$ cat src/rtl/sipo_loader_pkg.sv
// Shared state encodings and sizing helpers for the sipo_loader_4b front end.
package sipo_loader_pkg;

  typedef enum logic [1:0] {
    IDLE   = 2'd0,
    SHIFT  = 2'd1,
    LOAD   = 2'd2,
    PARITY = 2'd3
  } state_e;

  // Width of a counter able to hold the values 0..width inclusive.
  function automatic int unsigned cnt_width(input int unsigned width);
    return $clog2(width + 1);
  endfunction

endpackage

$ cat src/rtl/sipo_loader_4b_shift_reg_sipo.sv
// Serial-to-parallel assembly register; word_c is the value the register takes
// this edge when not cleared, so the top can capture a completed word without delay.
module shift_reg_sipo #(
  parameter int unsigned WIDTH     = 4,
  parameter bit          MSB_FIRST = 1'b1
) (
  input  logic             clk,
  input  logic             reset_sync,
  input  logic             shift_en,
  input  logic             clear,
  input  logic             bit_in,
  output logic [WIDTH-1:0] word_c
);

  logic [WIDTH-1:0] sr_q;
  logic [WIDTH-1:0] sr_d;
  logic [WIDTH-1:0] shifted;

  always_comb begin
    shifted = sr_q;
    if (MSB_FIRST) begin
      shifted = {sr_q[WIDTH-2:0], bit_in};
    end else begin
      shifted = {bit_in, sr_q[WIDTH-1:1]};
    end
    word_c = shift_en ? shifted : sr_q;
    sr_d   = clear ? '0 : word_c;
  end

  always_ff @(posedge clk) begin
    if (reset_sync) begin
      sr_q <= '0;
    end else begin
      sr_q <= sr_d;
    end
  end

endmodule

$ cat src/rtl/sipo_loader_4b.sv
// Serial-in/parallel-out loader with one-cycle load strobe and frame abort.
// Define SIPO_PARITY_CHECK_EN to add a trailing even-parity bit per frame.
module sipo_loader_4b
  import sipo_loader_pkg::*;
#(
  parameter int unsigned WIDTH     = 4,
  parameter bit          MSB_FIRST = 1'b1
) (
  input  logic                           clk,
  input  logic                           reset_sync,
  input  logic                           serial_in,
  input  logic                           serial_valid,
  output logic                           serial_ready,
  input  logic                           frame_abort,
  output logic                           load,
  output logic [WIDTH-1:0]               data_out,
  output logic                           busy,
  output logic [cnt_width(WIDTH)-1:0]    bit_count,
  output logic                           parity_err
);

  localparam int unsigned CNT_W = cnt_width(WIDTH);

  state_e             state_q, state_d;
  logic [CNT_W-1:0]   cnt_q, cnt_d;
  logic [WIDTH-1:0]   data_out_q, data_out_d;
  logic               load_q, load_d;
  logic               busy_q, busy_d;
  logic               ready_q, ready_d;
  logic               shift_en;
  logic               sr_clear;
  logic               accept;
  logic [WIDTH-1:0]   word_c;
`ifdef SIPO_PARITY_CHECK_EN
  logic               perr_q, perr_d;
`endif

  shift_reg_sipo #(
    .WIDTH     (WIDTH),
    .MSB_FIRST (MSB_FIRST)
  ) u_shift_reg (
    .clk        (clk),
    .reset_sync (reset_sync),
    .shift_en   (shift_en),
    .clear      (sr_clear),
    .bit_in     (serial_in),
    .word_c     (word_c)
  );

  // ready_q mirrors (state_q != LOAD), so this is the handshake condition.
  assign accept = serial_valid && ready_q;

  always_comb begin
    state_d    = state_q;
    cnt_d      = cnt_q;
    data_out_d = data_out_q;
    shift_en   = 1'b0;
    sr_clear   = 1'b0;
`ifdef SIPO_PARITY_CHECK_EN
    perr_d     = 1'b0;
`endif

    unique case (state_q)
      IDLE: begin
        // frame_abort is deliberately ignored here
        if (accept) begin
          shift_en = 1'b1;
          cnt_d    = CNT_W'(1);
          state_d  = SHIFT;
        end
      end

      SHIFT: begin
        if (frame_abort) begin
          sr_clear = 1'b1;
          cnt_d    = '0;
          state_d  = IDLE;
        end else if (accept) begin
          shift_en = 1'b1;
          if (cnt_q == CNT_W'(WIDTH - 1)) begin
`ifdef SIPO_PARITY_CHECK_EN
            cnt_d   = CNT_W'(WIDTH);
            state_d = PARITY;
`else
            cnt_d      = '0;
            data_out_d = word_c;
            state_d    = LOAD;
`endif
          end else begin
            cnt_d = cnt_q + CNT_W'(1);
          end
        end
      end

      LOAD: begin
        cnt_d   = '0;
        state_d = IDLE;
      end

`ifdef SIPO_PARITY_CHECK_EN
      PARITY: begin
        if (frame_abort) begin
          sr_clear = 1'b1;
          cnt_d    = '0;
          state_d  = IDLE;
        end else if (accept) begin
          cnt_d = '0;
          // word_c holds the stored data word here since shift_en is low
          if ((^word_c ^ serial_in) == 1'b0) begin
            data_out_d = word_c;
            state_d    = LOAD;
          end else begin
            perr_d  = 1'b1;
            state_d = IDLE;
          end
        end
      end
`endif

      default: begin
        cnt_d   = '0;
        state_d = IDLE;
      end
    endcase

    load_d  = (state_d == LOAD);
    busy_d  = (state_d == SHIFT) || (state_d == PARITY);
    ready_d = (state_d != LOAD);
  end

  always_ff @(posedge clk) begin
    if (reset_sync) begin
      state_q    <= IDLE;
      cnt_q      <= '0;
      data_out_q <= '0;
      load_q     <= 1'b0;
      busy_q     <= 1'b0;
      ready_q    <= 1'b1;
    end else begin
      state_q    <= state_d;
      cnt_q      <= cnt_d;
      data_out_q <= data_out_d;
      load_q     <= load_d;
      busy_q     <= busy_d;
      ready_q    <= ready_d;
    end
  end

`ifdef SIPO_PARITY_CHECK_EN
  always_ff @(posedge clk) begin
    if (reset_sync) begin
      perr_q <= 1'b0;
    end else begin
      perr_q <= perr_d;
    end
  end

  assign parity_err = perr_q;
`else
  assign parity_err = 1'b0;
`endif

  assign serial_ready = ready_q;
  assign load         = load_q;
  assign data_out     = data_out_q;
  assign busy         = busy_q;
  assign bit_count    = cnt_q;

endmodule
$ cat config.mk
export PLATFORM = sky130hd
export DESIGN_NAME = sipo_loader_4b
export DESIGN_NICKNAME = d
export VERILOG_FILES = /design/src/rtl/sipo_loader_pkg.sv /design/src/rtl/sipo_loader_4b_shift_reg_sipo.sv /design/src/rtl/sipo_loader_4b.sv
export SDC_FILE = /design/constraint.sdc
export NUM_CORES = 1
export LEC_CHECK = 0
export BUFFER_PORTS_ARGS = -buffer_cell sky130_fd_sc_hd__buf_2
export CAP_MARGIN = 20
export CORE_MARGIN = 1.5
export CORE_UTILIZATION = 40
export DETAILED_ROUTE_END_ITERATION = 16
export SYNTH_ARGS = -nofsm -noshare
export SYNTH_HDL_FRONTEND = slang
export SYNTH_SLANG_ARGS = --single-unit
export TNS_END_PERCENT = 30
$ cat constraint.sdc
create_clock -name clk -period 1.6 [get_ports clk]
set_input_delay 0 -clock clk [delete_from_list [all_inputs] [get_ports clk]]
set_output_delay 0 -clock clk [all_outputs]
set_load 0.01 [all_outputs]
==> impl_metrics.tcl, run 1 <==
set metrics [dict create \
    yosys.area.top_type "dfxtp_1" \
    synth_top_area_share 0.460 \
    crit_buf_inv 0 \
    gp_congestion 0.803 \
    cts_made_buffers 3 \
    final.setup_skew_ns 0.00234 \
    mostFrequentLayoutCells "dfxtp_1 (14), buf_2 (14), nor2b_1 (6), nand2_1 (6)" \
    core-area_um2 1370 \
    finalSetupTns_ns 0 \
    finalMaxSlewViolations 0 \
    cts_hold_buf 0 \
    cts_sinks 14 \
    syn-num-nets 71 \
    vdd_drop_max_uv 462 \
    die_area_um2 1770 \
    antenna_cells 0 \
    htreeDepth 1 \
    cts_tree "yes" \
    period_minus_slack_ns 1.36 \
    yosysUniqueCellTypes 27 \
    hpwlAfterDp_um 842 \
    drcViolationCount 0 \
    cpMaxStageDelayCell "dfxtp_1" \
    use_met1 0.184 \
    antenna_found_initial 0 \
    synth_area_um2 609 \
    syn_avg_cell_area_um2 9.37 \
    row_count 13 \
    ys_seq_elements 14 \
    clock_latency_ns 0.28 \
    syn_to_final_growth_pct 20.5 \
    cap_violations 0 \
    ys_top_cells_by_area "dfxtp_1 (46%), mux2i_1 (6.6%), nor2b_1 (6.2%)" \
    ff_latch_area_um2 280 \
    power_density_nw_per_um2 916 \
    seq_area_frac_synth 0.460 \
    firstDrtPassIters 4 \
    synthCells 65 \
    die_y_um 42.0 \
    setup_violations 0 \
    layout.nets 89 \
    hold_path_class "input pin to register" \
    cp_data_required_time_ns 1.81 \
    vias 513 \
    busiest_layer "met2" \
    detail_route.vias_per_cell 5.29 \
    hold_viol 0 \
    die_x_um 42.0 \
    multi_input_area_um2 307 \
    drive_gt1_frac 0.268 \
    drt-total-wl_um 1150 \
    wl_per_cell_um 11.8 \
    gr-usage-all-layers 0.151 \
    crit_path_cell_trace "ha_1 -> nand4b_1 -> nor2_2 -> mux2i_1" \
    start_util 0.446 \
    criticalPathCategory "register to register" \
    pin_count 16 \
    cp_top_family "simple AND/OR/NAND/NOR gates" \
    p_leak_nw 0.318 \
    fillers 135 \
    fin_util 0.538 \
    cts_setup_buffers 0 \
    cts_resized 0 \
    outcome "completed" \
    clockBufferDepth 2 \
    use_met2 0.238 \
    grt_pass1_wl_um 2010 \
    grt_max_degree 15 \
    met3_usage 0.0259 \
    clkTransAtPathRegs_ns 0.08 \
    cp.arrival_ns 1.58 \
    io_buffers 14 \
    critPathMaxFanout 4 \
    grt.overflow.total 0 \
    period_share 0.850 \
    start_kind "register" \
    clockRootBuffer "clkbuf_4" \
    grt_pass1_vias 463 \
    first_iter_violations 13 \
    cp_slowest_stage_delay_ns 0.38 \
    rsz0062_at_grt "no" \
    postRouteAntennaNets 0 \
    yosysWarnings 0 \
    endpoint_kind "register" \
    fmax_mhz 735 \
]
-- synthesized netlist by cell type (all sizes together) --
cell	count
buf	1
o31ai	1
mux2i	4
o21ai	3
nor3	3
nand3b	1
and3b	1
nand2b	4
a21oi	1
a32o	1
or3b	2
nand4b	2
dfxtp	14
a2bb2oi	1
and2	1
nand3	3
ha	1
nor2b	6
inv	2
conb	1
o211a	1
nor2	2
nand2	6
a221oi	1
clkbuf	2
-- final timing paths --
path                                   from                  endpoint  slack (ns)  depth (start not counted)
setup / recovery  bit_count[0]$_SDFFE_PP0P_  data_out[3]$_SDFFE_PP0P_        0.24                          4
hold / removal                    serial_in  data_out[0]$_SDFFE_PP0P_        0.03                          3
setup reg to reg  bit_count[0]$_SDFFE_PP0P_  data_out[3]$_SDFFE_PP0P_        0.24                          4
hold reg to reg    data_out[2]$_SDFFE_PP0P_  data_out[2]$_SDFFE_PP0P_        0.47                          2
-- routing by layer --
metal / share of wire / vias to the layer above
li1: - / 259
met1: 0.48 / 231
met3: 0.053 / 4
met2: 0.45 / 19
met5: 0 / -
met4: 0.020 / 0
-- per-stage QoR --
step	power [mW]	setup slack (ns)	instances	instance area [um^2]	hold WS, ns
3_5_place_dp	0.428	0.246	93	698	0.329
2_1_floorplan	0.405	0.191	65	609	0.180
5_1_grt	0.706	0.138	97	734	0.0245
6_report	0.672	0.240	97	734	0.0291
4_1_cts	0.680	0.231	97	734	0.0273
3_3_place_gp	0.428	0.297	93	698	0.322
-- tightest hold or removal path: cells and delay by family --
family	cells	cell delay [ns]
buffers and inverters	1	0.10
and+or+nand+nor	1	0.10
muxes	1	0.07
-- flip-flops by register name (all words and copies together), names as in the netlist --
name              cells
u_shift_reg.sr_q      3
serial_ready          1
state_q               1
data_out              4
busy                  1
load                  1
bit_count             3
-- logic make-up (layout without fill, tap and decap cells) --
family                     Yosys count  count (layout)  synth area share
AOI/OAI and AO/OA                    9               9             0.107
adders and majority gates            1               1            0.0205
buffers and inverters                5              22            0.0370
DFF                                 14              14             0.460
muxes                                4               4            0.0657
other                                1               1           0.00615
and+or+nand+nor                     31              31             0.304
-- cell type report --
class	count	area share
multi-input combinational	46	0.417
tap	15	0.0256
clock buffer	4	0.0494
inverter	2	0.0102
timing repair buffer	16	0.116
sequential	14	0.382
-- where the power goes --
part / internal [mW] / switching, mW
Combinational: 0.0285 / 0.0331
Sequential: 0.355 / 0.00362
Clock: 0.138 / 0.114
Total: 0.522 / 0.151
No activity file was read; power rests on OpenSTA's default activity.
==> run 2, diff against run 1 <==
--- a/config.mk
+++ b/config.mk
@@ -5,11 +5,15 @@
 export SDC_FILE = /design/constraint.sdc
 export NUM_CORES = 1
 export LEC_CHECK = 0
+export ABC_AREA = 1
 export BUFFER_PORTS_ARGS = -buffer_cell sky130_fd_sc_hd__buf_2
 export CAP_MARGIN = 20
+export CELL_PAD_IN_SITES_DETAIL_PLACEMENT = 1
+export CELL_PAD_IN_SITES_GLOBAL_PLACEMENT = 1
 export CORE_MARGIN = 1.5
-export CORE_UTILIZATION = 40
+export CORE_UTILIZATION = 37
 export DETAILED_ROUTE_END_ITERATION = 16
+export PLACE_DENSITY_LB_ADDON = 0.1
 export SYNTH_ARGS = -nofsm -noshare
 export SYNTH_HDL_FRONTEND = slang
 export SYNTH_SLANG_ARGS = --single-unit
==> constraint.sdc (replaced) <==
create_clock -name clk -period 1.7 [get_ports clk]
set_input_delay 0 -clock clk [delete_from_list [all_inputs] [get_ports clk]]
set_output_delay 0 -clock clk [all_outputs]
set_load 0.01 [all_outputs]
==> run 2 against run 1 <==
  * Largest cell class is now registers
  * Clock-buffer cell count did not move
  * Critical path type unchanged
  * Setup slack improved by 0.21 ns
  * Register-to-register slack improved by 0.21 ns
  * Sequential share of layout area rose by 1.2 points
==> impl_metrics.tcl, run 2 <==
set metrics [dict create \
    outcome "completed" \
    die_y_um 45.1 \
    cts_made_buffers 3 \
    core-area_um2 1690 \
    drt-total-wl_um 1380 \
    fin_cells 122 \
    ys_top_cells_by_area "dfxtp_1 (46%), nand3_1 (9.9%), nand2_1 (9.7%)" \
    fmax_mhz 800 \
    seq_area_frac_synth 0.457 \
    p_leak_nw 0.361 \
    cts_hold_buf 0 \
    critPathMaxFanout 4 \
    grt_pass1_wl_um 2450 \
    firstDrtPassIters 4 \
    drive_gt1_frac 0.219 \
    cts_setup_buffers 0 \
    io_buffers 14 \
    cts_sinks 15 \
    grt_max_degree 11 \
    setup_violations 0 \
    min_from "reset_sync" \
    final.setup_skew_ns 0.00470 \
    synth_edf_count 0 \
    syn-num-nets 95 \
    yosysMostFrequentCell "nand2_1" \
    grt.overflow.total 0 \
    cp_slowest_stage_delay_ns 0.37 \
    hold_viol 0 \
    ys_seq_elements 15 \
    htreeDepth 1 \
    gp_congestion 0.821 \
    finalSetupTns_ns 0 \
    hold_path_class "input pin to register" \
    die_area_um2 2040 \
    antenna_cells 0 \
    crit_buf_inv 1 \
    row_count 15 \
    grt_pass1_vias 562 \
    synth_ff_type "dfxtp_1" \
    cap_violations 0 \
    die_x_um 45.1 \
    crit_path_cell_trace "ha_1 -> nand4_1 -> nor2_2 -> nand3_1 -> nand2_1 -> inv_1" \
    cpMaxStageDelayCell "dfxtp_1" \
    first_iter_violations 10 \
    place_inst 118 \
    wl_per_cell_um 11.3 \
    finalMaxSlewViolations 0 \
    period_share 0.735 \
    cts_resized 0 \
    power_density_nw_per_um2 812 \
    holdWs_ns 0.0225 \
    drcViolationCount 0 \
    yosysUniqueCellTypes 18 \
    clock_latency_ns 0.28 \
    endpoint_kind "register" \
    vias 598 \
    syn_to_final_growth_pct 16.0 \
    start_kind "register" \
    pin_count 16 \
    cp.arrival_ns 1.43 \
    cp_data_required_time_ns 1.88 \
    clkTransAtPathRegs_ns 0.09 \
    hpwlAfterDp_um 1100 \
    synthCells 89 \
    cts_tree "yes" \
    yosys-top-cells-count "nand2_1 (17), dfxtp_1 (15), inv_1 (14), nand3_1 (13), a21oi_1 (10)" \
    yosysWarnings 0 \
    antenna_found_initial 0 \
    detail_route.vias_per_cell 4.90 \
    period_minus_slack_ns 1.25 \
    yosys.area.top_type "dfxtp_1" \
    mostFrequentLayoutCells "nand2_1 (17), dfxtp_1 (15), inv_1 (14), buf_2 (14), nand3_1 (13)" \
    synth_area_um2 657 \
    clockRootBuffer "clkbuf_4" \
    r2r-start "bit_count[0]$_SDFFE_PP0P_" \
    synthArstFlopShare 0 \
    rsz0062_at_grt "no" \
    postRouteAntennaNets 0 \
    final_common_cell "nand2_1" \
    criticalPathCategory "register to register" \
    cp-startpoint "bit_count[0]$_SDFFE_PP0P_" \
    clockBufferDepth 2 \
    fillers 224 \
    vdd_drop_max_uv 575 \
    synth_top_area_share 0.457 \
    gr-usage-all-layers 0.168 \
    start_util 0.389 \
    cp_top_family "simple AND/OR/NAND/NOR gates" \
    syn_avg_cell_area_um2 7.38 \
    layout.nets 112 \
]
-- run 2: cell count changes after synthesis, sizes merged, moves of 3 or more --
cell    change
a21oi      +10
nand2      +13
nand3      +10
nand2b      -4
inv        +13
nor2b       -6
nor2        +6
mux2i       -4
nor3        -3
-- run 2: cell families after synthesis --
family                     Yosys count  synth area share
DFF                                 15             0.457
buffers and inverters               17             0.105
adders and majority gates            1            0.0190
other                                1           0.00571
AOI/OAI and AO/OA                   13             0.116
and+or+nand+nor                     42             0.297
-- run 2: layout make-up --
type | count | area (um^2) | share of cell area
inverters | 15 | 56.3 | 0.0739
clock buffers | 4 | 26.3 | 0.0345
flip-flops and latches | 15 | 300 | 0.394
repair buffers | 14 | 70.1 | 0.0920
well taps | 17 | 21.3 | 0.0279
multi-input cells | 57 | 288 | 0.378
-- run 2: worst reg2reg max path: cells and delay by family (launching register included) --
kind                       cells  cell delay, ns
and+or+nand+nor                4            0.57
buffers and inverters          1            0.03
DFF                            1            0.37
adders and majority gates      1            0.19
-- run 2: layer usage --
| layer | global-route usage | part of all wire | vias up |
|---|---|---|---|
| met5 | 0 | 0 | - |
| met4 | 0.0353 | 0.0087 | 0 |
| met3 | 0.0760 | 0.058 | 2 |
| met2 | 0.237 | 0.42 | 14 |
| met1 | 0.236 | 0.51 | 269 |
| li1 | - | - | 313 |
-- run 2: report_power, final --
| group | switching, mW | leakage (nW) | internal, mW |
|---|---|---|---|
| sequential | 0.00663 | 0.122 | 0.358 |
| clock | 0.108 | 0.0150 | 0.0909 |
| combinational | 0.0361 | 0.224 | 0.0192 |
| total | 0.151 | 0.361 | 0.468 |
-- run 2: final timing paths --
path                                to  slack [ns]  cells past startpoint
min          bit_count[1]$_SDFFE_PP0P_        0.02                      2
max reg2reg   data_out[2]$_SDFFE_PP0P_        0.45                      6
max           data_out[2]$_SDFFE_PP0P_        0.45                      6
min reg2reg  bit_count[2]$_SDFFE_PP0P_        0.45                      2
-- run 2: metrics by stage --
| stage | worst slack (ns) | power (mW) | util | cell area (um^2) |
|---|---|---|---|---|
| floorplan | 0.571 | 0.410 | - | 657 |
| global placement | 0.531 | 0.428 | 0.436 | 736 |
| detailed placement | 0.453 | 0.429 | 0.436 | 736 |
| CTS | 0.427 | 0.632 | 0.451 | 762 |
| global route | 0.307 | 0.654 | 0.451 | 762 |
| finish | 0.450 | 0.619 | 0.451 | 762 |
==> run 3, diff against run 2 <==
--- a/config.mk
+++ b/config.mk
@@ -11,7 +11,7 @@
 export CELL_PAD_IN_SITES_DETAIL_PLACEMENT = 1
 export CELL_PAD_IN_SITES_GLOBAL_PLACEMENT = 1
 export CORE_MARGIN = 1.5
-export CORE_UTILIZATION = 37
+export CORE_UTILIZATION = 35
 export DETAILED_ROUTE_END_ITERATION = 16
 export PLACE_DENSITY_LB_ADDON = 0.1
 export SYNTH_ARGS = -nofsm -noshare
==> constraint.sdc (replaced) <==
create_clock -name clk -period 1.2 [get_ports clk]
set_input_delay 0 -clock clk [delete_from_list [all_inputs] [get_ports clk]]
set_output_delay 0 -clock clk [all_outputs]
set_load 0.01 [all_outputs]
==> run 3 against run 2 <==
  * Routed wire length grew 27%
  * Clock power rose by 52%
  * Highest routed layer unchanged
  * Via count rose by 10%
  * Register-to-register slack worse by 0.40 ns
  * Power grew 49%
==> impl_metrics.tcl, run 3 (synthesis results as in run 2) <==
set metrics [dict create \
    outcome "completed" \
    power_density_nw_per_um2 1070 \
    pin_count 16 \
    period_minus_slack_ns 1.16 \
    critPathMaxFanout 4 \
    syn_to_final_growth_pct 31.8 \
    cp_data_required_time_ns 1.40 \
    hpwlAfterDp_um 1230 \
    final.setup_skew_ns 0.00628 \
    htreeDepth 1 \
    start_kind "register" \
    row_count 15 \
    setup_violations 0 \
    cts_sinks 15 \
    firstDrtPassIters 4 \
    first_iter_violations 7 \
    setup_slack_ns 0.0449 \
    die_x_um 46.3 \
    antenna_cells 0 \
    fin_util 0.496 \
    endpoint_kind "register" \
    stdcell_area_um2 866 \
    detail_route.vias_per_cell 4.85 \
    grt_pass1_vias 624 \
    hold_viol 0 \
    fmax_mhz 866 \
    grt_pass1_wl_um 2580 \
    drcViolationCount 0 \
    start_util 0.376 \
    drt-total-wl_um 1750 \
    vdd_drop_max_uv 560 \
    final_common_cell "nand2_1" \
    period_share 0.963 \
    cp.arrival_ns 1.35 \
    clkTransAtPathRegs_ns 0.09 \
    postRouteAntennaNets 0 \
    clockRootBuffer "clkbuf_4" \
    holdWs_ns 0.0466 \
    cts_made_buffers 3 \
    hold_path_class "input pin to register" \
    post-place-ws_ns -0.0361 \
    cpMaxStageDelayCell "dfxtp_2" \
    grt_max_degree 11 \
    mostFrequentLayoutCells "nand2_1 (15), buf_2 (14), inv_1 (13)" \
    antenna_found_initial 0 \
    die_area_um2 2150 \
    criticalPathCategory "register to register" \
    clock_latency_ns 0.29 \
    clockBufferDepth 2 \
    rsz0062_at_grt "yes" \
    core-area_um2 1750 \
    grt.overflow.total 0 \
    vias 659 \
    layout.nets 118 \
    placed_area_um2 768 \
    crit_path_cell_trace "ha_4 -> nand4_1 -> nor2_4 -> nand3_1 -> nand2_1 -> inv_1" \
    cts_tree "yes" \
    cap_violations 0 \
    gr-usage-all-layers 0.179 \
    io_buffers 14 \
    gp_congestion 0.795 \
    cp_slowest_stage_delay_ns 0.37 \
    die_y_um 46.3 \
    p_leak_nw 0.390 \
    drive_gt1_frac 0.369 \
    finalMaxSlewViolations 0 \
    wl_per_cell_um 12.9 \
]
run 3: changes by cell type in the layout (fill, tap and decap cells not counted), sizes merged:
cell	delta
buf	+5
dlygate4sd3	+1
run 3: worst max-delay path, delay by kind of cell, from the launching register on:
family                     cells  cell delay [ns]
and+or+nand+nor                4             0.52
adders and majority gates      1             0.14
buffers and inverters          1             0.03
DFF                            1             0.37
run 3: cell type report:
| class | count | area (um^2) |
|---|---|---|
| fillers | 234 | 880 |
| multi-input cells | 57 | 329 |
| flip-flops and latches | 15 | 305 |
| repair buffers | 20 | 118 |
| inverters | 15 | 56.3 |
| well taps | 25 | 31.3 |
| clock buffers | 4 | 26.3 |
run 3: report_power, final:
group	internal, mW	switching (mW)
sequential	0.508	0.0110
clock	0.129	0.173
combinational	0.0406	0.0612
run 3: final timing paths:
check                                          startpoint                        endpoint  slack [ns]  cells past startpoint
worst max-delay path            bit_count[1]$_SDFFE_PP0P_        data_out[3]$_SDFFE_PP0P_        0.04                      6
worst min-delay path                            serial_in  u_shift_reg.sr_q[0]$_SDFF_PP0_        0.05                      3
worst max register to register  bit_count[1]$_SDFFE_PP0P_        data_out[3]$_SDFFE_PP0P_        0.04                      6
worst min register to register  bit_count[2]$_SDFFE_PP0P_       bit_count[2]$_SDFFE_PP0P_        0.47                      2
run 3: stage by stage:
stage	power, mW	std cells	TNS (ns)
final	0.923	136	0
after detailed placement	0.617	129	-0.0777
after global routing	0.968	136	-0.0876
after CTS	0.920	135	0
after floorplan	0.581	89	0
after global placement	0.616	129	0
run 3: timing repair:
item / CTS / global route
pin swaps: 3 / 3
hold endpoints to repair: 2 / 0
gates resized for setup: 3 / 12
hold buffers: 1 / 0
setup buffers: 1 / 1
endpoints found under the setup margin: 4 / 5
run 3: layer usage:
metal | track usage | wire length [um]
met5 | 0 | 0
met3 | 0.0471 | 74
met4 | 0.103 | 25
met2 | 0.278 | 820
met1 | 0.221 | 833
